<file path="src/rtl/tensor_fma_seq.sv">
// Issue-side sequencer for a combinational 4-lane BF16 tensor unit: runs one FMA per operand beat, then an optional ReLU.
// Optional feature macro TENSOR_FMA_SEQ_INIT_EN adds cmd_init so the accumulator can be seeded for chained partial sums.
module tensor_fma_seq #(
  parameter int unsigned LEN_W = 8
) (
  input  logic             clk,
  input  logic             rst_n,
  input  logic             cmd_valid,
  output logic             cmd_ready,
  input  logic [LEN_W-1:0] cmd_len,
  input  logic             cmd_relu,
`ifdef TENSOR_FMA_SEQ_INIT_EN
  input  logic [63:0]      cmd_init,
`endif
  input  logic             op_valid,
  output logic             op_ready,
  input  logic [63:0]      op_a,
  input  logic [63:0]      op_b,
  output logic             ts_en,
  output logic [1:0]       ts_op,
  output logic [63:0]      ts_a,
  output logic [63:0]      ts_b,
  output logic [63:0]      ts_c,
  input  logic [63:0]      ts_out,
  output logic             res_valid,
  input  logic             res_ready,
  output logic [63:0]      res_data
);

  localparam int unsigned DATA_W = 64;

  localparam logic [1:0] IDLE  = 2'd0;
  localparam logic [1:0] ACCUM = 2'd1;
  localparam logic [1:0] RELU  = 2'd2;
  localparam logic [1:0] DONE  = 2'd3;

  localparam logic [1:0] OP_MUL  = 2'b00;
  localparam logic [1:0] OP_FMA  = 2'b01;
  localparam logic [1:0] OP_RELU = 2'b10;

  logic [1:0]        state, state_d;
  logic [DATA_W-1:0] acc, acc_d;
  logic [LEN_W-1:0]  cnt, cnt_d;
  logic [LEN_W-1:0]  len_q, len_d;
  logic              relu_q, relu_d;
  logic [DATA_W-1:0] acc_seed;
  logic              last_beat;

  // Accumulator seed applied on job accept
`ifdef TENSOR_FMA_SEQ_INIT_EN
  assign acc_seed = cmd_init;
`else
  assign acc_seed = '0;
`endif

  assign last_beat = (cnt == LEN_W'(len_q - LEN_W'(1)));

  // State and datapath registers
  always_ff @(posedge clk or negedge rst_n) begin
    if (!rst_n) begin
      state  <= IDLE;
      acc    <= '0;
      cnt    <= '0;
      len_q  <= '0;
      relu_q <= 1'b0;
    end else begin
      state  <= state_d;
      acc    <= acc_d;
      cnt    <= cnt_d;
      len_q  <= len_d;
      relu_q <= relu_d;
    end
  end

  // Next-state, register updates and tensor-unit issue (tensor unit answers in the same cycle)
  always_comb begin
    state_d = state;
    acc_d   = acc;
    cnt_d   = cnt;
    len_d   = len_q;
    relu_d  = relu_q;
    ts_en   = 1'b0;
    ts_op   = OP_MUL;
    ts_a    = '0;
    ts_b    = '0;
    ts_c    = '0;

    case (state)
      IDLE: begin
        if (cmd_valid) begin
          len_d  = cmd_len;
          relu_d = cmd_relu;
          acc_d  = acc_seed;
          cnt_d  = '0;
          if (cmd_len == '0) begin
            state_d = cmd_relu ? RELU : DONE;
          end else begin
            state_d = ACCUM;
          end
        end
      end

      ACCUM: begin
        ts_en = op_valid;
        ts_op = OP_FMA;
        ts_a  = op_a;
        ts_b  = op_b;
        ts_c  = acc;
        if (op_valid) begin
          acc_d = ts_out;
          cnt_d = cnt + LEN_W'(1);
          if (last_beat) begin
            state_d = relu_q ? RELU : DONE;
          end
        end
      end

      RELU: begin
        ts_en   = 1'b1;
        ts_op   = OP_RELU;
        ts_a    = acc;
        acc_d   = ts_out;
        state_d = DONE;
      end

      DONE: begin
        if (res_ready) begin
          state_d = IDLE;
        end
      end

      default: state_d = IDLE;
    endcase
  end

  // Handshake flags registered from the next state so they line up with the state register
  always_ff @(posedge clk or negedge rst_n) begin
    if (!rst_n) begin
      cmd_ready <= 1'b1;
      op_ready  <= 1'b0;
      res_valid <= 1'b0;
    end else begin
      cmd_ready <= (state_d == IDLE);
      op_ready  <= (state_d == ACCUM);
      res_valid <= (state_d == DONE);
    end
  end

  assign res_data = acc;

endmodule

</file>
<file path="config.mk">
export PLATFORM = sky130hd
export DESIGN_NAME = tensor_fma_seq
export DESIGN_NICKNAME = d
export VERILOG_FILES = /design/src/rtl/tensor_fma_seq.sv
export SDC_FILE = /design/constraint.sdc
export NUM_CORES = 1
export LEC_CHECK = 0
export BUFFER_PORTS_ARGS = -buffer_cell sky130_fd_sc_hd__buf_4
export CAP_MARGIN = 20
export CORE_AREA = 2 2 182 184
export DETAILED_ROUTE_END_ITERATION = 7
export DIE_AREA = 0 0 184 186
export GPL_ROUTABILITY_DRIVEN = 0
export PLACE_DENSITY = 0.39
export SYNTH_ARGS = -nofsm -noshare
export SYNTH_HDL_FRONTEND = slang
export SYNTH_SLANG_ARGS = --single-unit
</file>
<file path="constraint.sdc">
create_clock -name clk -period 3.7 [get_ports clk]
set_input_delay 0.185 -clock clk [delete_from_list [all_inputs] [get_ports clk]]
set_output_delay 0.185 -clock clk [all_outputs]
set_load 0.02 [all_outputs]
</file>
# Yosys cells after proc, flatten, opt, wreduce, memory -nomap -nowiden
# Index checks and enable logic that the tools add are counted.
# totals
regBits,86
inputBits,206
mem_count,0
mem_bits_ro,0
latchBits,0
ramBits,0
out_inout_bits,262
# classes
n_mux,19
multipliers,0
shifts,0
n_reduce_logical,8
div,0
n_eq_ne,8
addsub,2
n_lt_le_gt_ge,0
bitwise_logic,0
# op_table
op,count
$mux 64,4
$pmux 64 s3,1
$pmux 64 s2,1
$mux 8,2
$pmux 8 s2,1
$mux 2,5
$add 8x1->8 const B,1
$eq 8x8->1,1
$logic_not 8->1,1
$pmux 2 s4,1
$sub 8x1->8 const B,1
$eq 2x2->1 const B,3
$reduce_and 3->1,2
$eq 2x1->1 const B,2
$logic_not 2->1,2
$ne 2x2->1 const B,2
$pmux 2 s2,1
$reduce_bool 3->1,1
$mux 1,2
$pmux 1 s2,1
$reduce_and 2->1,1
$reduce_bool 2->1,1

# Longest topological paths before layout
# Gate-level depths: netlist (run 1).
# logic_depth
depth_word,6
ltp_mapped,9
ltp_nobuf,8

# Worst setup path after synthesis (run 1)
# OpenSTA, ideal clock, no wires.
# synth_path
path_kind,reg-to-output
startpoint,register state[1]
endpoint,output ts_a[16]
required_ps,3515
path_buffers,3
slack_ps,1441
stages_incl_launch_ff,8
t_arrival_ps,2074
path_cell_list,dfrtp_1 -> inv_1 -> ha_1 -> clkbuf_1 -> clkbuf_1 -> buf_1 -> a22oi_1 -> nor2b_1
# synth_between
elab_chain_len,2
elab_cells_between_ends,3
classes_between,eq/ne (2); mux (1)
# synth_lines
item,line_no,rtl
"start, declared",41,"logic [1:0] state, state_d;"
"start signal, assigned",67,state <= state_d;
$eq 2x2->1 or $eq 2x1->1 (tied branches),88,case (state)
$pmux 64 s2 (*),88,
"end, declared",21,"output logic [63:0] ts_a,"
# Every way passes the cells marked *; elsewhere a longest branch is shown, timed or not.

# Final worst setup path (run 1)
# layout_path
startpoint,register state[0]
endpoint,output ts_a[14]
# Same word-level chain as after synthesis.

==> run_summary.xml, run 1 <==
<?xml version="1.0" encoding="UTF-8"?>
<metrics>
  <group name="status">
    <metric name="status" unit="">completed</metric>
  </group>
  <group name="critical_path">
    <metric name="cp-end-kind" unit="">output pin</metric>
    <metric name="reg2reg_to" unit="">res_data[61]</metric>
    <metric name="worst_ep_required_time" unit="ns">3.51</metric>
    <metric name="timing.critical_path.fanout_max" unit="">55</metric>
    <metric name="r2r_cells" unit="">7</metric>
    <metric name="critical_path_arrival" unit="ns">2.45</metric>
    <metric name="timing_worst_setup_path_type" unit="">reg -&gt; out</metric>
    <metric name="timing.critical_path.from_type" unit="">flop</metric>
    <metric name="regToRegSetupSlack" unit="ns">1.10</metric>
    <metric name="worst_r2r_startpoint" unit="">state[0]</metric>
  </group>
  <group name="power_and_ir_drop">
    <metric name="leakage" unit="nW">5.17</metric>
    <metric name="proportion_of_total_power_due_to_net_switching" unit="">0.347</metric>
    <metric name="internal-power" unit="mW">2.13</metric>
    <metric name="clkPwrFrac" unit="">0.299</metric>
    <metric name="totalPowerFinal" unit="mW">3.27</metric>
    <metric name="power_switching" unit="mW">1.13</metric>
    <metric name="comb_power_share" unit="">0.339</metric>
    <metric name="pwr_density_cell" unit="mW/mm²">328</metric>
    <metric name="power.share.sequential" unit="">0.362</metric>
    <metric name="max-vdd-ir-drop" unit="µV">231</metric>
  </group>
  <group name="cts">
    <metric name="tritoncts_buffers" unit="">9</metric>
    <metric name="root_buffer" unit="">sky130_fd_sc_hd__clkbuf_16</metric>
    <metric name="post_cts_resized" unit="">0</metric>
    <metric name="ctsHoldBuffers" unit="">1</metric>
    <metric name="cts.sink_count" unit="">86</metric>
    <metric name="path_clk_slew" unit="ns">0.08</metric>
    <metric name="clock_tree.buffer_depth" unit="">2</metric>
    <metric name="worstSkewPairLatency" unit="ns">0.35</metric>
    <metric name="postCtsSetupBuffers" unit="">0</metric>
    <metric name="htreeDepth" unit="">3</metric>
    <metric name="tritoncts" unit="">yes</metric>
  </group>
  <group name="synthesis">
    <metric name="seq_area_frac_synth" unit="">0.378</metric>
    <metric name="synthDominantCellAreaShare" unit="">0.373</metric>
    <metric name="netlist-cell-type-count" unit="">42</metric>
    <metric name="ys_ff_latch" unit="">86</metric>
    <metric name="synth_area_per_cell" unit="µm²">8.13</metric>
    <metric name="synth-warning-count" unit="">0</metric>
    <metric name="top_cell_type_by_total_area_after_synthesis" unit="">sky130_fd_sc_hd__dfrtp_1</metric>
    <metric name="post_synth_instance_area" unit="mm²">0.00570</metric>
    <metric name="yosys-top-cells-area" unit="">sky130_fd_sc_hd__dfrtp_1, sky130_fd_sc_hd__and2_1, sky130_fd_sc_hd__nand2_1</metric>
    <metric name="syn-num-nets" unit="">916</metric>
    <metric name="post_synthesis_instance_total" unit="">701</metric>
  </group>
  <group name="routing">
    <metric name="m1WireLength" unit="µm">12000</metric>
    <metric name="dr.max_layer_used" unit="">met4</metric>
    <metric name="ant_nets" unit="">0</metric>
    <metric name="wl_met3" unit="µm">1750</metric>
    <metric name="avgRoutedWirePerCell" unit="µm">17.7</metric>
    <metric name="routed_wl" unit="µm">27300</metric>
    <metric name="via_to_cell_ratio" unit="">4.15</metric>
    <metric name="met2_wirelength" unit="µm">13200</metric>
    <metric name="drc" unit="">0</metric>
    <metric name="dr_total_vias" unit="">6422</metric>
    <metric name="firstDrtPassIters" unit="">4</metric>
    <metric name="detailedRoute.firstIterationViolations" unit="">288</metric>
  </group>
  <group name="floorplanning">
    <metric name="core.rowCount" unit="">66</metric>
    <metric name="die_area" unit="mm²">0.0342</metric>
    <metric name="die_w" unit="µm">184</metric>
    <metric name="core_area" unit="mm²">0.0322</metric>
    <metric name="initial_core_util" unit="">0.177</metric>
    <metric name="io_pins" unit="">468</metric>
    <metric name="die_h" unit="µm">186</metric>
  </group>
  <group name="global_routing">
    <metric name="overflow" unit="">0</metric>
    <metric name="grt_max_degree" unit="">199</metric>
    <metric name="global_route_wire_length_before_repair" unit="µm">39700</metric>
    <metric name="grt.total_usage" unit="">0.152</metric>
    <metric name="initial_antenna_violation_count" unit="">0</metric>
    <metric name="grt_pass1_vias" unit="">6532</metric>
  </group>
  <group name="sta">
    <metric name="clock-skew-final" unit="ns">0.0143</metric>
    <metric name="max_slew.worst_pin.slew" unit="ns">0.891</metric>
    <metric name="timing.final.crit_period" unit="ns">2.64</metric>
    <metric name="post-route-period-util" unit="">0.712</metric>
    <metric name="relSlewSlack" unit="">0.406</metric>
    <metric name="timing_max_transition_violations_final" unit="">0</metric>
    <metric name="tns" unit="ns">0</metric>
    <metric name="grt_setup_unrepaired" unit="">false</metric>
    <metric name="setup_viol_count_final" unit="">0</metric>
    <metric name="final_hold_viol_count" unit="">0</metric>
    <metric name="max_freq" unit="GHz">0.379</metric>
    <metric name="postLayoutSetupSlackWorst" unit="ns">1.06</metric>
  </group>
  <group name="hold_path">
    <metric name="min-delay-path-class" unit="">in -&gt; reg</metric>
    <metric name="worst_hold_path.endpoint" unit="">res_data[30]</metric>
    <metric name="timing.hold.worst.start" unit="">ts_out[30]</metric>
    <metric name="hold-path-cell-count" unit="">3</metric>
  </group>
  <group name="final_layout">
    <metric name="antenna_cells_inserted" unit="">0</metric>
    <metric name="post_route_non_filler_standard_cell_count" unit="">1547</metric>
    <metric name="final_nets" unit="">1349</metric>
    <metric name="utilization" unit="">0.309</metric>
    <metric name="post_route_cells_drive_above_1_share" unit="">0.452</metric>
    <metric name="num-fill-cells" unit="">3465</metric>
    <metric name="syn_to_final_growth" unit="%">74.8</metric>
  </group>
  <group name="placement">
    <metric name="dp_slack" unit="ns">1.04</metric>
    <metric name="total_half_perimeter_wirelength_after_legalization_and_detailed_placement" unit="µm">20800</metric>
    <metric name="placement.io_buffers" unit="">467</metric>
    <metric name="placed_cells" unit="">1530</metric>
  </group>
  <group name="job">
    <metric name="maxCapViolations" unit="">0</metric>
  </group>
</metrics>
## layer usage
metal	global-route usage	up-vias
met5	0	-
met4	0.0342	0
met3	0.0380	25
met2	0.256	235
met1	0.196	2976
li1	-	3186
## synthesized netlist by cell type
cell	n
sky130_fd_sc_hd__a22oi_1	64
sky130_fd_sc_hd__and4_1	1
sky130_fd_sc_hd__xnor2_1	10
sky130_fd_sc_hd__a22o_1	1
sky130_fd_sc_hd__nor3b_1	2
sky130_fd_sc_hd__a2bb2oi_1	1
sky130_fd_sc_hd__mux2i_1	2
sky130_fd_sc_hd__nand4b_1	1
sky130_fd_sc_hd__nor2_1	15
sky130_fd_sc_hd__o22ai_1	1
sky130_fd_sc_hd__o21ai_0	4
sky130_fd_sc_hd__mux2_2	9
sky130_fd_sc_hd__inv_1	6
sky130_fd_sc_hd__clkbuf_1	53
sky130_fd_sc_hd__a21oi_1	2
sky130_fd_sc_hd__o21ba_1	1
sky130_fd_sc_hd__or3b_2	1
sky130_fd_sc_hd__xor2_1	6
sky130_fd_sc_hd__nor3b_2	1
sky130_fd_sc_hd__nor4_1	1
sky130_fd_sc_hd__or4_1	2
sky130_fd_sc_hd__and2_1	129
sky130_fd_sc_hd__dfrtp_1	85
sky130_fd_sc_hd__ha_1	9
sky130_fd_sc_hd__nand3_1	65
sky130_fd_sc_hd__nor2b_1	69
sky130_fd_sc_hd__and3_1	4
sky130_fd_sc_hd__dfstp_2	1
sky130_fd_sc_hd__and4bb_1	1
sky130_fd_sc_hd__buf_1	3
sky130_fd_sc_hd__nand2_1	136
sky130_fd_sc_hd__o221ai_1	1
sky130_fd_sc_hd__a211oi_1	2
sky130_fd_sc_hd__nor4_4	1
sky130_fd_sc_hd__nor3_1	4
sky130_fd_sc_hd__and3b_1	1
sky130_fd_sc_hd__or3_1	1
sky130_fd_sc_hd__xnor2_4	1
sky130_fd_sc_hd__or4_4	1
sky130_fd_sc_hd__a211oi_2	1
sky130_fd_sc_hd__or2_2	1
sky130_fd_sc_hd__o41a_1	1
## flip-flops by register name, summed over array words and instances, names as in the netlist
register   flops
res_valid      1
relu_q         1
op_ready       1
cmd_ready      1
state          2
cnt            8
len_q          8
res_data      64
## cells in the final DEF (no fill, tap or decap), types with 3 or more instances in the layout
| cell | instances |
|---|---|
| sky130_fd_sc_hd__a22oi_1 | 64 |
| sky130_fd_sc_hd__and3_1 | 4 |
| sky130_fd_sc_hd__and2_1 | 129 |
| sky130_fd_sc_hd__buf_4 | 475 |
| sky130_fd_sc_hd__dfrtp_1 | 85 |
| sky130_fd_sc_hd__inv_6 | 3 |
| sky130_fd_sc_hd__nor2b_1 | 69 |
| sky130_fd_sc_hd__nor2_1 | 15 |
| sky130_fd_sc_hd__nand3_1 | 65 |
| sky130_fd_sc_hd__ha_1 | 6 |
| sky130_fd_sc_hd__o21ai_0 | 4 |
| sky130_fd_sc_hd__inv_1 | 6 |
| sky130_fd_sc_hd__clkbuf_16 | 9 |
| sky130_fd_sc_hd__xnor2_1 | 10 |
| sky130_fd_sc_hd__nor3_1 | 3 |
| sky130_fd_sc_hd__nand2_1 | 136 |
| sky130_fd_sc_hd__xor2_1 | 6 |
| sky130_fd_sc_hd__mux2_2 | 9 |
## area by class of cell
class,instances,area (µm²),share of cell area
Tap cell,408,510,0.0513
Inverter,6,22.5,0.00226
Multi-Input combinational cell,553,3340,0.336
Clock inverter,7,86.3,0.00867
Timing Repair Buffer,478,3620,0.363
Clock buffer,9,225,0.0226
Sequential cell,86,2150,0.216
## through the flow
step / hold WS [ns] / cell area (µm²)
floorplan: -0.111 / 5700
global placement: 0.234 / 9640
detailed placement: 0.242 / 9640
CTS: 0.0363 / 9960
global route: 0.0475 / 9960
finish: 0.0566 / 9960
## critical path: stages (launching register included)
cell and delay, ns:
sky130_fd_sc_hd__dfrtp_1 0.48, sky130_fd_sc_hd__inv_1 0.18, sky130_fd_sc_hd__ha_4 0.66, sky130_fd_sc_hd__buf_4 0.43, sky130_fd_sc_hd__nor2b_1 0.19, sky130_fd_sc_hd__buf_4 0.15
## how the worst max path moves through the flow
stage                   from      endpoint  slack (ns)  depth (start not counted)
floorplan           state[1]      ts_a[16]        1.44                          7
global placement    state[0]   res_data[0]        1.09                          7
detailed placement  state[0]  res_data[50]        1.04                          7
CTS                 state[0]      ts_a[14]        0.96                          5
global route        state[0]      ts_a[32]        0.79                          5
finish              state[0]      ts_a[14]        1.06                          5
## power by group through the flow
stage	clock (mW)	sequential, mW	combinational, mW
floorplan	0	1.22	0.482
global placement	0	1.21	1.12
detailed placement	0	1.21	1.12
CTS	1.03	1.19	1.12
global route	1.06	1.20	1.20
finish	0.977	1.18	1.11
## logic make-up (layout without fill, tap and decap cells)
kind of cell | Yosys count | in the layout | share of synthesized area
XOR/XNOR | 17 | 17 | 0.0294
adder cells (fa/ha/maj) | 9 | 9 | 0.0198
multiplexers | 11 | 11 | 0.0213
flip-flops | 86 | 86 | 0.378
AO/OA/AOI/OAI | 79 | 79 | 0.104
AND/OR/NAND/NOR | 437 | 437 | 0.407
buffers and inverters | 62 | 500 | 0.0409
Note: power is estimated with default switching activity, not from simulation.
==> run 2: changes to the inputs <==
Clock period 3.7 ns to 2.5 ns, I/O delays scaled along.
==> run 2 against run 1 <==
Effect of this change:
- final cell count increased by 3.4%
- critical path type is now reg -> reg
- critical endpoint is now cmd_ready
- sequential cell count unchanged
- largest power group is now combinational logic
- combinational power increased by 57%
- critical path depth increased by 3
- clock-buffer cell count increased by 1
- clock skew decreased by 0.0065 ns
==> run_summary.xml, run 2 (synthesis gave the netlist of run 1 again) <==
<?xml version="1.0" encoding="UTF-8"?>
<metrics>
  <group name="sta">
    <metric name="relSlewSlack" unit="">0.529</metric>
    <metric name="setup_viol_count_final" unit="">0</metric>
    <metric name="max_slew.worst_pin.slew" unit="ns">0.707</metric>
    <metric name="max_freq" unit="GHz">0.415</metric>
    <metric name="final_hold_viol_count" unit="">0</metric>
    <metric name="post-route-period-util" unit="">0.963</metric>
    <metric name="clock-skew-final" unit="ns">0.00778</metric>
    <metric name="timing.final.crit_period" unit="ns">2.41</metric>
    <metric name="fin_worst_hold_slack" unit="ns">0.0165</metric>
    <metric name="timing_max_transition_violations_final" unit="">0</metric>
  </group>
  <group name="floorplanning">
    <metric name="die_area" unit="mm²">0.0342</metric>
    <metric name="io_pins" unit="">468</metric>
    <metric name="die_h" unit="µm">186</metric>
    <metric name="die_w" unit="µm">184</metric>
    <metric name="core_area" unit="mm²">0.0322</metric>
    <metric name="core.rowCount" unit="">66</metric>
    <metric name="initial_core_util" unit="">0.177</metric>
  </group>
  <group name="routing">
    <metric name="avgRoutedWirePerCell" unit="µm">17.4</metric>
    <metric name="drc" unit="">0</metric>
    <metric name="ant_nets" unit="">0</metric>
    <metric name="detailedRoute.firstIterationViolations" unit="">297</metric>
    <metric name="dr_total_vias" unit="">6699</metric>
    <metric name="via_to_cell_ratio" unit="">4.19</metric>
    <metric name="routed_wl" unit="µm">27900</metric>
    <metric name="firstDrtPassIters" unit="">5</metric>
  </group>
  <group name="critical_path">
    <metric name="cp-end-kind" unit="">flop</metric>
    <metric name="worst_ep_required_time" unit="ns">2.79</metric>
    <metric name="timing.critical_path.from_type" unit="">flop</metric>
    <metric name="timing_worst_setup_path_type" unit="">reg -&gt; reg</metric>
    <metric name="timing.critical_path.fanout_max" unit="">4</metric>
    <metric name="r2r_cells" unit="">8</metric>
    <metric name="critical_path_arrival" unit="ns">2.70</metric>
  </group>
  <group name="cts">
    <metric name="tritoncts" unit="">yes</metric>
    <metric name="tritoncts_buffers" unit="">9</metric>
    <metric name="path_clk_slew" unit="ns">0.07</metric>
    <metric name="clock_tree.buffer_depth" unit="">2</metric>
    <metric name="htreeDepth" unit="">3</metric>
    <metric name="root_buffer" unit="">sky130_fd_sc_hd__clkbuf_16</metric>
    <metric name="worstSkewPairLatency" unit="ns">0.35</metric>
    <metric name="cts.sink_count" unit="">86</metric>
  </group>
  <group name="final_layout">
    <metric name="final_nets" unit="">1402</metric>
    <metric name="largest_reg_flops" unit="">64</metric>
    <metric name="antenna_cells_inserted" unit="">0</metric>
    <metric name="mostFrequentLayoutCell" unit="">sky130_fd_sc_hd__buf_4</metric>
    <metric name="most-common-layout-cells" unit="">sky130_fd_sc_hd__buf_4, sky130_fd_sc_hd__nand2_1, sky130_fd_sc_hd__and2_1</metric>
    <metric name="post_route_cells_drive_above_1_share" unit="">0.440</metric>
    <metric name="syn_to_final_growth" unit="%">84.1</metric>
    <metric name="utilization" unit="">0.326</metric>
  </group>
  <group name="placement">
    <metric name="placement.io_buffers" unit="">467</metric>
    <metric name="total_half_perimeter_wirelength_after_legalization_and_detailed_placement" unit="µm">21200</metric>
  </group>
  <group name="global_routing">
    <metric name="initial_antenna_violation_count" unit="">0</metric>
    <metric name="grt.total_usage" unit="">0.156</metric>
    <metric name="grt_max_degree" unit="">86</metric>
    <metric name="overflow" unit="">0</metric>
    <metric name="global_route_wire_length_before_repair" unit="µm">40900</metric>
    <metric name="grt_pass1_vias" unit="">6592</metric>
  </group>
  <group name="status">
    <metric name="status" unit="">completed</metric>
  </group>
  <group name="power_and_ir_drop">
    <metric name="power_switching" unit="mW">1.69</metric>
    <metric name="max-vdd-ir-drop" unit="µV">305</metric>
    <metric name="comb_power_share" unit="">0.364</metric>
    <metric name="power.share.sequential" unit="">0.362</metric>
    <metric name="proportion_of_total_power_due_to_net_switching" unit="">0.354</metric>
    <metric name="pwr_density_cell" unit="mW/mm²">457</metric>
    <metric name="internal-power" unit="mW">3.10</metric>
    <metric name="leakage" unit="nW">5.39</metric>
    <metric name="clkPwrFrac" unit="">0.274</metric>
  </group>
  <group name="job">
    <metric name="maxCapViolations" unit="">0</metric>
  </group>
  <group name="hold_path">
    <metric name="hold-path-cell-count" unit="">3</metric>
    <metric name="min-delay-path-class" unit="">in -&gt; reg</metric>
  </group>
</metrics>
==> run 2: changes by cell type in the layout (fill, tap and decap cells not counted), sizes merged <==
cell | before | now
buf | 477 | 485
bufinv | 1 | 0
dlygate4sd3 | 1 | 46
inv | 11 | 8
clkinv | 0 | 1
clkinvlp | 1 | 3
clkbuf | 9 | 10
==> run 2: metrics by stage <==
step / worst slack [ns] / power [mW] / cells / TNS, ns / cell area [µm²]
after floorplan: 0.267 / 2.52 / 701 / 0 / 5700
after global placement: 0.164 / 3.47 / 1536 / 0 / 9720
after detailed placement: 0.0830 / 3.47 / 1536 / 0 / 9720
final: 0.0917 / 4.79 / 1600 / 0 / 10500
after CTS: 0.0504 / 4.88 / 1598 / 0 / 10500
after global routing: -0.000576 / 5.06 / 1600 / -0.000576 / 10500
==> run 2: timing repair <==
| item | in CTS | in global routing |
|---|---|---|
| setup endpoints to repair | 0 | 4 |
| setup buffers | 0 | 2 |
| gates resized for setup | 0 | 4 |
| hold buffers | 46 | 0 |
| hold endpoints to repair | 87 | 0 |
==> run 2: routing by layer <==
metal / share of wire / track usage
met4: 0.012 / 0.0339
met5: 0 / 0
met3: 0.061 / 0.0366
met2: 0.49 / 0.261
met1: 0.44 / 0.205
==> run 2: path summary, 6_finish.rpt <==
| check | start | end | slack, ns |
|---|---|---|---|
| max in group asynchronous | rst_n | cmd_ready | 1.46 |
| worst max register to register | len_q[0] | cmd_ready | 0.09 |
| min in group asynchronous | rst_n | len_q[7] | 0.32 |
| worst min register to register | relu_q | relu_q | 0.51 |
| worst max-delay path | len_q[0] | cmd_ready | 0.09 |
| worst min-delay path | ts_out[31] | res_data[31] | 0.02 |
==> run 2: power by group through the flow <==
stage | logic [mW] | clock network (mW) | registers (mW)
after floorplan | 0.713 | 0 | 1.80
after global placement | 1.70 | 0 | 1.77
after detailed placement | 1.70 | 0 | 1.77
after CTS | 1.76 | 1.37 | 1.74
after global routing | 1.88 | 1.42 | 1.76
final | 1.74 | 1.31 | 1.73
==> run 2: layout make-up <==
class / instances / area, µm²
inverter: 6 / 22.5
fill: 3475 / 21700
multi-input combinational: 553 / 3360
clock buffer: 10 / 229
tap: 408 / 510
sequential: 86 / 2150
timing repair buffer: 531 / 4160
clock inverter: 6 / 45.0
==> run 2: worst max-delay path: stages, from the launching register on <==
cell	delay, ns
sky130_fd_sc_hd__dfrtp_1	0.41
sky130_fd_sc_hd__inv_1	0.06
sky130_fd_sc_hd__ha_1	0.30
sky130_fd_sc_hd__xor2_1	0.18
sky130_fd_sc_hd__nand3_1	0.10
sky130_fd_sc_hd__or4_4	0.50
sky130_fd_sc_hd__a211oi_4	0.31
sky130_fd_sc_hd__mux2i_2	0.33
sky130_fd_sc_hd__o21ba_1	0.17
